`config.mk`:
```
export PLATFORM = sky130hd
export DESIGN_NAME = fetch_unit_flat
export DESIGN_NICKNAME = d
export VERILOG_FILES = /design/src/rtl/fetch_unit_if.sv /design/src/rtl/fetch_unit.sv /design/src/flat_wrapper.sv
export SDC_FILE = /design/constraint.sdc
export NUM_CORES = 1
export LEC_CHECK = 0
export CELL_PAD_IN_SITES_DETAIL_PLACEMENT = 1
export CELL_PAD_IN_SITES_GLOBAL_PLACEMENT = 1
export CORE_MARGIN = 2
export CORE_UTILIZATION = 37
export CTS_BUF_LIST = sky130_fd_sc_hd__clkbuf_2 sky130_fd_sc_hd__clkbuf_4 sky130_fd_sc_hd__clkbuf_8
export CTS_CLUSTER_SIZE = 14
export DETAILED_ROUTE_END_ITERATION = 10
export GPL_ROUTABILITY_DRIVEN = 0
export PLACE_DENSITY_LB_ADDON = 0.1
export SLEW_MARGIN = 20
export SYNTH_ARGS = -nofsm -noshare
export SYNTH_HDL_FRONTEND = slang
export SYNTH_SLANG_ARGS = --single-unit
```
`constraint.sdc`:
```
create_clock -name clk -period 3.15 [get_ports clk]
set_clock_uncertainty 0.05 [all_clocks]
set_input_delay 0.315 -clock clk [delete_from_list [all_inputs] [get_ports clk]]
set_output_delay 0.315 -clock clk [all_outputs]
set_load 0.02 [all_outputs]
```
`src/rtl/fetch_unit_if.sv`:
```
// rtl/fetch_unit_if.sv - instruction memory request/response bundle
interface fetch_unit_if;
   logic        imemReq;
   logic [31:0] imemAddr;
   logic        imemValid;
   logic [31:0] imemData;

   modport master (
      output imemReq,
      output imemAddr,
      input  imemValid,
      input  imemData
   );

   modport slave (
      input  imemReq,
      input  imemAddr,
      output imemValid,
      output imemData
   );
endinterface

```
`src/rtl/fetch_unit.sv`:
```
// rtl/fetch_unit.sv - IF stage: PC, single-outstanding imem fetch, IF/ID register
module fetch_unit #(
   parameter logic [31:0] RESET_PC = 32'h0000_0000,
   parameter logic [31:0] NOP      = 32'h0000_0000
) (
   input  logic            clk,
   input  logic            rstn,
   input  logic            PcWrite,
   input  logic            IRWrite,
   input  logic            flush,
   input  logic            PcSrc,
   input  logic            Jmp,
   input  logic [31:0]     branchTarget,
   input  logic [31:0]     jmpTarget,
   fetch_unit_if.master    imem,
   output logic [31:0]     instrID,
   output logic [31:0]     pcPlus4ID,
   output logic            validID
);

   typedef enum logic [1:0] {
      REQ     = 2'd0,
      WAIT    = 2'd1,
      HELD    = 2'd2,
      DISCARD = 2'd3
   } state_t;

   state_t      state_q, state_d;
   logic [31:0] pc_q, pc_d;
   logic [31:0] instr_buf_q, instr_buf_d;
   logic [31:0] if_instr_q, if_instr_d;
   logic [31:0] if_pc4_q, if_pc4_d;
   logic        if_valid_q, if_valid_d;

   logic        hold;
   logic [31:0] target;
   logic [31:0] pc_plus4;

   assign hold     = ~PcWrite | ~IRWrite;
   assign target   = Jmp ? jmpTarget : (PcSrc ? branchTarget : pc_q);
   assign pc_plus4 = pc_q + 32'd4;

   // Gated by rstn so no request escapes while reset is asserted.
   assign imem.imemReq  = rstn & (state_q == REQ) & ~flush;
   assign imem.imemAddr = pc_q;

   assign instrID   = if_instr_q;
   assign pcPlus4ID = if_pc4_q;
   assign validID   = if_valid_q;

   always_comb begin
      state_d     = state_q;
      pc_d        = pc_q;
      instr_buf_d = instr_buf_q;
      if_instr_d  = if_instr_q;
      if_pc4_d    = if_pc4_q;
      if_valid_d  = if_valid_q;

      unique case (state_q)
         REQ: begin
            if (flush) begin
               pc_d       = target;
               if_instr_d = NOP;
               if_pc4_d   = 32'd0;
               if_valid_d = 1'b0;
            end else begin
               state_d = WAIT;
               if (!hold) begin
                  if_instr_d = NOP;
                  if_pc4_d   = 32'd0;
                  if_valid_d = 1'b0;
               end
            end
         end
         WAIT: begin
            if (imem.imemValid) begin
               if (flush) begin
                  pc_d       = target;
                  if_instr_d = NOP;
                  if_pc4_d   = 32'd0;
                  if_valid_d = 1'b0;
                  state_d    = REQ;
               end else if (hold) begin
                  instr_buf_d = imem.imemData;
                  state_d     = HELD;
               end else begin
                  if_instr_d = imem.imemData;
                  if_pc4_d   = pc_plus4;
                  if_valid_d = 1'b1;
                  pc_d       = pc_plus4;
                  state_d    = REQ;
               end
            end else if (flush) begin
               // Response still in flight; it must be swallowed in DISCARD.
               pc_d       = target;
               if_instr_d = NOP;
               if_pc4_d   = 32'd0;
               if_valid_d = 1'b0;
               state_d    = DISCARD;
            end else if (!hold) begin
               if_instr_d = NOP;
               if_pc4_d   = 32'd0;
               if_valid_d = 1'b0;
            end
         end
         HELD: begin
            if (flush) begin
               pc_d       = target;
               if_instr_d = NOP;
               if_pc4_d   = 32'd0;
               if_valid_d = 1'b0;
               state_d    = REQ;
            end else if (!hold) begin
               if_instr_d = instr_buf_q;
               if_pc4_d   = pc_plus4;
               if_valid_d = 1'b1;
               pc_d       = pc_plus4;
               state_d    = REQ;
            end
         end
         DISCARD: begin
            if (flush) begin
               pc_d = target;
            end
            if (imem.imemValid) begin
               state_d = REQ;
            end
            if (flush || !hold) begin
               if_instr_d = NOP;
               if_pc4_d   = 32'd0;
               if_valid_d = 1'b0;
            end
         end
         default: state_d = REQ;
      endcase
   end

   always_ff @(posedge clk or negedge rstn) begin
      if (!rstn) begin
         state_q     <= REQ;
         pc_q        <= RESET_PC;
         instr_buf_q <= 32'd0;
         if_instr_q  <= NOP;
         if_pc4_q    <= 32'd0;
         if_valid_q  <= 1'b0;
      end else begin
         state_q     <= state_d;
         pc_q        <= pc_d;
         instr_buf_q <= instr_buf_d;
         if_instr_q  <= if_instr_d;
         if_pc4_q    <= if_pc4_d;
         if_valid_q  <= if_valid_d;
      end
   end

endmodule

```
`src/flat_wrapper.sv`:
```
// flat-port wrapper written by rule: the top's interface ports become plain ports
module fetch_unit_flat 
#(
   parameter logic [31:0] RESET_PC = 32'h0000_0000,
   parameter logic [31:0] NOP      = 32'h0000_0000
)
  (clk, rstn, PcWrite, IRWrite, flush, PcSrc, Jmp, branchTarget, jmpTarget, instrID, pcPlus4ID, validID, imem_imemReq, imem_imemAddr, imem_imemValid, imem_imemData);
  fetch_unit_if imem_i ();
  input  logic clk;
  input  logic rstn;
  input  logic PcWrite;
  input  logic IRWrite;
  input  logic flush;
  input  logic PcSrc;
  input  logic Jmp;
  input  logic [31:0] branchTarget;
  input  logic [31:0] jmpTarget;
  output logic [31:0] instrID;
  output logic [31:0] pcPlus4ID;
  output logic validID;
  output wire logic [$bits(imem_i.imemReq)-1:0] imem_imemReq;
  output wire logic [$bits(imem_i.imemAddr)-1:0] imem_imemAddr;
  input wire logic [$bits(imem_i.imemValid)-1:0] imem_imemValid;
  input wire logic [$bits(imem_i.imemData)-1:0] imem_imemData;
  assign imem_imemReq = imem_i.imemReq;
  assign imem_imemAddr = imem_i.imemAddr;
  assign imem_i.imemValid = imem_imemValid;
  assign imem_i.imemData = imem_imemData;
  fetch_unit #(.RESET_PC(RESET_PC), .NOP(NOP)) u_core (.clk(clk), .rstn(rstn), .PcWrite(PcWrite), .IRWrite(IRWrite), .flush(flush), .PcSrc(PcSrc), .Jmp(Jmp), .branchTarget(branchTarget), .jmpTarget(jmpTarget), .imem(imem_i), .instrID(instrID), .pcPlus4ID(pcPlus4ID), .validID(validID));
endmodule
```
==> impl_metrics.toml, run 1 <==
[cells_and_area]
n_antenna_cell = 0
seq_area_sq_um = 3280
nNetsFinal = 1040
fin_area_sq_um = 9670
multi_input_area_sq_um = 3480
finalNonFillerCells = 1177
syn2layout_area_growth_pct = 37.7
fin_util_pct = 51.9
drive_gt1_share_pct = 10.7
fillers = 2100

[min_path]
hold_path_end = "u_core.instrID[29]$_DFFE_PN0P_"
hold_depth = 2
hold_class = "reg -> reg"
hp-start = "u_core.instrID[29]$_DFFE_PN0P_"

[clocking]
clockBufferDepth = 2
clock-sinks = 131
cts_resized = 0
cts_made_buffers = 17
clk_pin_slew_ns = 0.09
cts_tree = "yes"
insertion_delay_ns = 0.45
clockRootBuffer = "clkbuf_8"
cts-htree-levels = 4

[yosys]
synth.distinct_cells = 52
seq_area_frac_synth_pct = 46.7
async_reset_ff_share_pct = 100
yosysWarnings = 0
netlist_top_cells_count = "dfrtp_1, nand2_1, o21ai_0"
synth_top_area_share_pct = 46.7
syn_area_sq_um = 7020
synth_area_leaders = "dfrtp_1, o21ai_0, nand2_1"
ys_seq_elements = 131
synth_ff_type = "dfrtp_1"
synth_edf_count = 0
yosys.cell_count.top_type = "dfrtp_1"
synthCells = 747
syn-mean-instance-area_sq_um = 9.40
synth_area_leader_cell = "dfrtp_1"
syn_nets = 857

[grt]
grtUsageMet2_pct = 41.3
grt.met3_usage_pct = 5.70
grt_pass1_wl_mm = 38.8
antenna_found_initial = 0
grt_pass1_vias = 7115
grt_max_degree = 132
track_usage_pct = 24.7
busiest_layer = "met2"
grt_remaining_overflow = 0
use_met1_pct = 30.7

[detailed_routing]
drc_errors = 0
drt_pass1_iterations = 5
drtAntennaViolNets = 0
finalWirelength_mm = 24.4
via_per_inst = 5.65
dr_total_vias = 6654
wl_per_cell_um = 20.8
drt-initial-drc-count = 299

[worst_setup_path]
worstSetupEndpointType = "flop"
critPathArrivalTime_ns = 3.23
criticalPathCategory = "reg -> reg"
r2r_start = "u_core.state_q[1]$_DFFE_PN0P_"
r2r_end = "u_core.imem.imemAddr[25]$_DFF_PN0_"
worst_setup_path_start_kind = "flop"
path_max_fanout = 13
reg2reg_depth = 7
critPathRequiredTime_ns = 3.40
r2r_slack_ns = 0.17

[pwr]
vdd_drop_max_mv = 0.355
power_density_nw_per_um2 = 750
power_mw = 7.26
p_leak_nw = 3.97

[floorplanning]
die_w_um = 142
fp.coreArea_sq_um = 18600
initial_core_util_pct = 37.7
dieArea_sq_um = 20100
rows = 50
die_y_um = 142
ios = 202

[timing]
timing.hold.ws_ns = 0.437
setup_ws_ns = 0.168
drv_slew = 0
final.period_utilization_pct = 94.7
layout_min_cycle_time_ns = 2.98
rsz0062_at_grt = "false"
tightestPinTransition_ns = 1.06
slew_headroom_pct = 29.0
setup_viol = 0
final_hold_viol_count = 0
clock.fmax_mhz = 335
final.setup.tns_ns = 0

[place]
dp_hpwl_mm = 17.1
placed_cells_incl_taps = 1144
port_buffers = 201
placedInstanceArea_sq_um = 9250
pre_cts_ws_ns = 0.321

[job]
drv_cap = 0

[outcome]
status = "completed"
-- kinds of logic after synthesis --
kind of cell / after synthesis / share of synthesized area (%)
DFF: 131 / 46.7
muxes: 66 / 10.1
AOI/OAI and AO/OA: 229 / 20.2
adders and majority gates: 6 / 1.07
buffers and inverters: 67 / 4.01
xor gates and xnor gates: 25 / 3.12
and+or+nand+nor: 223 / 14.8
-- layout by cell type, fill, tap and decap left out, types with 17 or more instances in the layout --
master and n:
mux2i_1 31, mux2_2 34, nand2_1 105, dfrtp_1 131
o21ai_0 87, a21oi_1 33, clkbuf_8 17, nor2_1 45
clkdlybuf4s50_1 199, buf_4 20, a22oi_1 36
-- flip-flops by register name, indices dropped and copies added (netlist names) --
signal                count
u_core.imem.imemAddr     32
u_core.instrID           32
u_core.instr_buf_q       32
u_core.pcPlus4ID         32
u_core.state_q            2
u_core.validID            1
-- worst max-delay path: stages, from the launching register on --
cell and delay, ns:
dfrtp_1 0.41, inv_1 0.12, ha_1 0.42, mux2i_1 0.38, nor2_1 0.18, nor2_1 0.84
o21ai_0 0.23, o311ai_0 0.20
-- layout make-up --
class / instances / share of cell area (%)
sequential: 131 / 33.9
clock buffer: 17 / 2.42
clock inverter: 15 / 1.79
multi-input combinational: 549 / 35.9
tap: 234 / 3.03
inverter: 8 / 0.310
timing repair buffer: 223 / 22.6
-- repair_timing --
item / in CTS / in global routing
buffers inserted: 0 / 0
hold buffers: 1 / 0
hold endpoints to repair: 10 / 0
-- report_power, final --
| part | internal [mW] | leakage (nW) | switching [mW] |
|---|---|---|---|
| sequential | 2.17 | 1.72 | 0.626 |
| combinational | 1.34 | 2.05 | 1.63 |
| clock | 0.726 | 0.201 | 0.776 |
-- routing by layer --
layer	part of all wire, %	routed length, um	up-vias
met5	0	0	-
met3	5.6	1370	41
met2	49	11900	205
li1	-	-	3071
met1	43	10400	3337
met4	2.8	693	0
-- how the worst max path moves through the flow --
stage                     depth (start not counted)                           from                                 end
after global placement                            7  u_core.state_q[1]$_DFFE_PN0P_  u_core.imem.imemAddr[31]$_DFF_PN0_
after floorplan                                   9  u_core.state_q[1]$_DFFE_PN0P_  u_core.imem.imemAddr[31]$_DFF_PN0_
after global routing                              7  u_core.state_q[1]$_DFFE_PN0P_  u_core.imem.imemAddr[11]$_DFF_PN0_
final                                             7  u_core.state_q[1]$_DFFE_PN0P_  u_core.imem.imemAddr[25]$_DFF_PN0_
after detailed placement                          7  u_core.state_q[1]$_DFFE_PN0P_  u_core.imem.imemAddr[25]$_DFF_PN0_
after CTS                                         7  u_core.state_q[1]$_DFFE_PN0P_  u_core.imem.imemAddr[25]$_DFF_PN0_
Note: power is estimated with default switching activity, not from simulation.
==> run 2: changes to the inputs <==
--- a/config.mk
+++ b/config.mk
@@ -7,6 +7,7 @@
 export LEC_CHECK = 0
 export CELL_PAD_IN_SITES_DETAIL_PLACEMENT = 1
 export CELL_PAD_IN_SITES_GLOBAL_PLACEMENT = 1
+export CORE_ASPECT_RATIO = 1.25
 export CORE_MARGIN = 2
 export CORE_UTILIZATION = 37
 export CTS_BUF_LIST = sky130_fd_sc_hd__clkbuf_2 sky130_fd_sc_hd__clkbuf_4 sky130_fd_sc_hd__clkbuf_8
==> impl_metrics.toml, run 2 (synthesis results as in run 1) <==
[detailed_routing]
dr_total_vias = 6656
drtAntennaViolNets = 0
finalWirelength_mm = 24.4
via_per_inst = 5.66
drt-initial-drc-count = 396
drc_errors = 0
drt_pass1_iterations = 5
wl_per_cell_um = 20.7

[floorplanning]
dieArea_sq_um = 20100
die_y_um = 158
rows = 56
die_w_um = 127
ios = 202
fp.coreArea_sq_um = 18700
initial_core_util_pct = 37.5

[grt]
track_usage_pct = 24.4
grt_pass1_vias = 7088
grt_pass1_wl_mm = 38.3
grt_remaining_overflow = 0
grt_max_degree = 132
antenna_found_initial = 0

[cells_and_area]
final_common_cell = "clkdlybuf4s50_1"
nNetsFinal = 1040
fillers = 2093
n_antenna_cell = 0
drive_gt1_share_pct = 10.7
seq_area_sq_um = 3280
syn2layout_area_growth_pct = 37.5
multi_input_area_sq_um = 3480
fin_util_pct = 51.6
finalNonFillerCells = 1175
most-common-layout-cells = "clkdlybuf4s50_1, dfrtp_1, nand2_1, o21ai_0, nor2_1"

[job]
drv_cap = 0

[timing]
rsz0062_at_grt = "false"
clock.fmax_mhz = 369
final_hold_viol_count = 0
slew_headroom_pct = 26.9
tightestPinTransition_ns = 1.09
layout_min_cycle_time_ns = 2.71
drv_slew = 0
final.setup.tns_ns = 0
setup_viol = 0
final.period_utilization_pct = 85.9

[pwr]
p_leak_nw = 3.96
power_mw = 7.20
vdd_drop_max_mv = 0.376
combPwrFrac_pct = 40.9
internal-power_mw = 4.18
power.share.sequential_pct = 39.1
power_density_nw_per_um2 = 745
clkPwrFrac_pct = 19.9
p_switching_mw = 3.02
sw_frac_of_total_pct = 41.9

[worst_setup_path]
critPathMostFrequentCell = "buf_4"
criticalPathCategory = "reg -> reg"
critPathArrivalTime_ns = 2.94
slowest_stage = "dfrtp_1"
worstSetupEndpointType = "flop"
cp_cell_sequence = "inv_1 -> ha_1 -> mux2i_2 -> buf_4 -> or3_1 -> buf_4 -> a31oi_1 -> o21ai_0 -> o311ai_0"
critPathRequiredTime_ns = 3.38
worst_setup_path_start_kind = "flop"
path_max_fanout = 16
cpLargestDelayFamily = "buffers and inverters"
crit_buf_inv = 3
slowest_delay_ns = 0.42

[clocking]
clk_pin_slew_ns = 0.09
cts_made_buffers = 17
clockBufferDepth = 2
cts-htree-levels = 4
clockRootBuffer = "clkbuf_8"
clock-sinks = 131
insertion_delay_ns = 0.44
cts_tree = "yes"

[min_path]
hold_class = "reg -> reg"

[outcome]
status = "completed"

[place]
placed_cells_incl_taps = 1142
dp_hpwl_mm = 17.3
port_buffers = 201
[run 2: area by class of cell]
class	count	area share, %
Timing Repair Buffer	223	22.7
Inverter	8	0.311
Clock inverter	14	1.50
Sequential cell	131	33.9
Tap cell	232	3.01
Clock buffer	18	2.57
Multi-Input combinational cell	549	36.0
[run 2: through the flow]
step | hold WS (ns) | instance area, sq um | setup WS (ns)
2_1_floorplan | -0.0306 | 7020 | 0.979
3_3_place_gp | 0.415 | 9250 | 0.449
3_5_place_dp | 0.420 | 9250 | 0.254
4_1_cts | 0.438 | 9650 | 0.247
5_1_grt | 0.435 | 9660 | 0.227
6_report | 0.430 | 9660 | 0.444
[run 2: path summary, 6_finish.rpt]
| path | end | start | cells past startpoint | slack [ns] |
|---|---|---|---|---|
| worst max-delay path | u_core.imem.imemAddr[25]$_DFF_PN0_ | u_core.state_q[1]$_DFFE_PN0P_ | 9 | 0.44 |
| worst min-delay path | u_core.pcPlus4ID[10]$_DFFE_PN0N_ | u_core.pcPlus4ID[10]$_DFFE_PN0N_ | 2 | 0.43 |
| worst max register to register | u_core.imem.imemAddr[25]$_DFF_PN0_ | u_core.state_q[1]$_DFFE_PN0P_ | 9 | 0.44 |
| worst min register to register | u_core.pcPlus4ID[10]$_DFFE_PN0N_ | u_core.pcPlus4ID[10]$_DFFE_PN0N_ | 2 | 0.43 |
| max in group asynchronous | u_core.pcPlus4ID[3]$_DFFE_PN0N_ | rstn | 3 | 1.95 |
| min in group asynchronous | u_core.pcPlus4ID[25]$_DFFE_PN0N_ | rstn | 3 | 0.49 |
[run 2: power by group through the flow]
stage               sequential (mW)  combinational [mW]  clock (mW)
global placement               2.79                2.85           0
floorplan                      2.90                1.50           0
CTS                            2.81                2.97        1.47
finish                         2.82                2.94        1.44
global route                   2.89                3.20        1.54
detailed placement             2.84                2.95           0
[run 2: tightest hold or removal path, delay by kind of cell (launching register included)]
| family | cells | cell delay [ns] |
|---|---|---|
| flops | 1 | 0.35 |
| simple gates | 1 | 0.04 |
| compound gates | 1 | 0.05 |
[run 2: layer usage]
metal | up-vias | track usage (%) | routed length, um
li1 | 3081 | - | -
met1 | 3376 | 29.0 | 10000
met2 | 178 | 44.2 | 12700
met3 | 21 | 5.20 | 1270
met4 | 0 | 7.43 | 352
met5 | - | 0 | 0
[run 2: repair_timing]
item | in CTS | in global routing
setup endpoints to repair | 0 | 2
setup buffers | 0 | 0
hold buffers | 1 | 0
endpoints found under the hold margin | 9 | 0
resized for setup | 0 | 1
==> run 3: changes to the inputs <==
--- a/config.mk
+++ b/config.mk
@@ -15,6 +15,7 @@
 export DETAILED_ROUTE_END_ITERATION = 10
 export GPL_ROUTABILITY_DRIVEN = 0
 export PLACE_DENSITY_LB_ADDON = 0.1
+export SKIP_CTS_REPAIR_TIMING = 1
 export SLEW_MARGIN = 20
 export SYNTH_ARGS = -nofsm -noshare
 export SYNTH_HDL_FRONTEND = slang
==> impl_metrics.toml, run 3 (synthesis results as in run 1) <==
[clocking]
cts-htree-levels = 4
clk_pin_slew_ns = 0.09
clockRootBuffer = "clkbuf_8"
insertion_delay_ns = 0.44
cts_tree = "yes"
clockBufferDepth = 2
cts_made_buffers = 17
clock-sinks = 131

[worst_setup_path]
criticalPathCategory = "reg -> reg"
worst_setup_path_start_kind = "flop"
path_max_fanout = 16
critPathRequiredTime_ns = 3.38
worstSetupEndpointType = "flop"
r2r_slack_ns = 0.44
critPathArrivalTime_ns = 2.94

[detailed_routing]
drc_errors = 0
via_per_inst = 5.66
finalWirelength_mm = 24.4
wl_per_cell_um = 20.7
dr_total_vias = 6655
drt_pass1_iterations = 5
drt-initial-drc-count = 396
drtAntennaViolNets = 0

[grt]
grt_remaining_overflow = 0
grt_max_degree = 132
busiest_layer = "met2"
track_usage_pct = 24.4
grt_pass1_wl_mm = 38.3
grt_pass1_vias = 7085
use_met1_pct = 29.0
grt.met3_usage_pct = 5.20
antenna_found_initial = 0
grtUsageMet2_pct = 44.2

[cells_and_area]
final_common_cell = "clkdlybuf4s50_1"
drive_gt1_share_pct = 10.7
n_antenna_cell = 0
fin_area_sq_um = 9660
nNetsFinal = 1040
syn2layout_area_growth_pct = 37.5
fillers = 2092
most-common-layout-cells = "clkdlybuf4s50_1, dfrtp_1, nand2_1, o21ai_0, nor2_1"

[place]
port_buffers = 201
placedInstanceArea_sq_um = 9250
pre_cts_ws_ns = 0.254
dp_hpwl_mm = 17.3

[timing]
drv_slew = 0
final.period_utilization_pct = 85.9
slew_headroom_pct = 26.7
layout_min_cycle_time_ns = 2.71
clock.fmax_mhz = 369
setup_viol = 0
rsz0062_at_grt = "false"
final.setup.tns_ns = 0
timing.hold.ws_ns = 0.430
tightestPinTransition_ns = 1.10
final_hold_viol_count = 0
setup_ws_ns = 0.444

[floorplanning]
initial_core_util_pct = 37.5
die_y_um = 158
rows = 56
die_w_um = 127
ios = 202
dieArea_sq_um = 20100
fp.coreArea_sq_um = 18700

[outcome]
status = "completed"

[pwr]
power_mw = 7.19
vdd_drop_max_mv = 0.375
p_leak_nw = 3.96
power_density_nw_per_um2 = 745

[job]
drv_cap = 0

[min_path]
hold_class = "reg -> reg"
[run 3: cell counts in the layout (fill, tap and decap cells not counted)]
No cell type changed its count.
[run 3: stage by stage]
stage                     utilization [%]  std cells
final                                51.6       1175
after detailed placement             49.5       1142
after global placement               49.5       1142
after global routing                 51.6       1175
after floorplan                         -        747
after CTS                            51.6       1174
[run 3: path summary, 6_finish.rpt]
path                                             startpoint                            endpoint  cells past startpoint
setup / recovery              u_core.state_q[1]$_DFFE_PN0P_  u_core.imem.imemAddr[25]$_DFF_PN0_                      9
hold / removal             u_core.pcPlus4ID[10]$_DFFE_PN0N_    u_core.pcPlus4ID[10]$_DFFE_PN0N_                      2
setup reg to reg              u_core.state_q[1]$_DFFE_PN0P_  u_core.imem.imemAddr[25]$_DFF_PN0_                      9
hold reg to reg            u_core.pcPlus4ID[10]$_DFFE_PN0N_    u_core.pcPlus4ID[10]$_DFFE_PN0N_                      2
max in group asynchronous                              rstn     u_core.pcPlus4ID[3]$_DFFE_PN0N_                      3
min in group asynchronous                              rstn    u_core.pcPlus4ID[25]$_DFFE_PN0N_                      3
[run 3: cell type report]
cell class | instances | area [sq um] | share of cell area (%)
multi-input combinational | 549 | 3480 | 36.0
sequential | 131 | 3280 | 33.9
timing repair buffer | 223 | 2190 | 22.7
tap | 232 | 290 | 3.01
clock buffer | 18 | 248 | 2.57
clock inverter | 14 | 145 | 1.50
inverter | 8 | 30.0 | 0.311
[run 3: critical path: stages (launching register included)]
cell and delay [ns]:
dfrtp_1 0.42, inv_1 0.13, ha_1 0.41, mux2i_2 0.25, buf_4 0.19, or3_1 0.34
buf_4 0.31, a31oi_1 0.06, o21ai_0 0.19, o311ai_0 0.20
[run 3: power by group]
| group | switching, mW | internal (mW) |
|---|---|---|
| clock | 0.762 | 0.672 |
| sequential | 0.647 | 2.17 |
| combinational | 1.61 | 1.34 |
| total | 3.02 | 4.18 |
[run 3: layer usage]
| metal | up-vias | wire length [um] |
|---|---|---|
| met3 | 21 | 1270 |
| met1 | 3375 | 10000 |
| li1 | 3081 | - |
| met4 | 0 | 352 |
| met2 | 178 | 12700 |
| met5 | - | 0 |
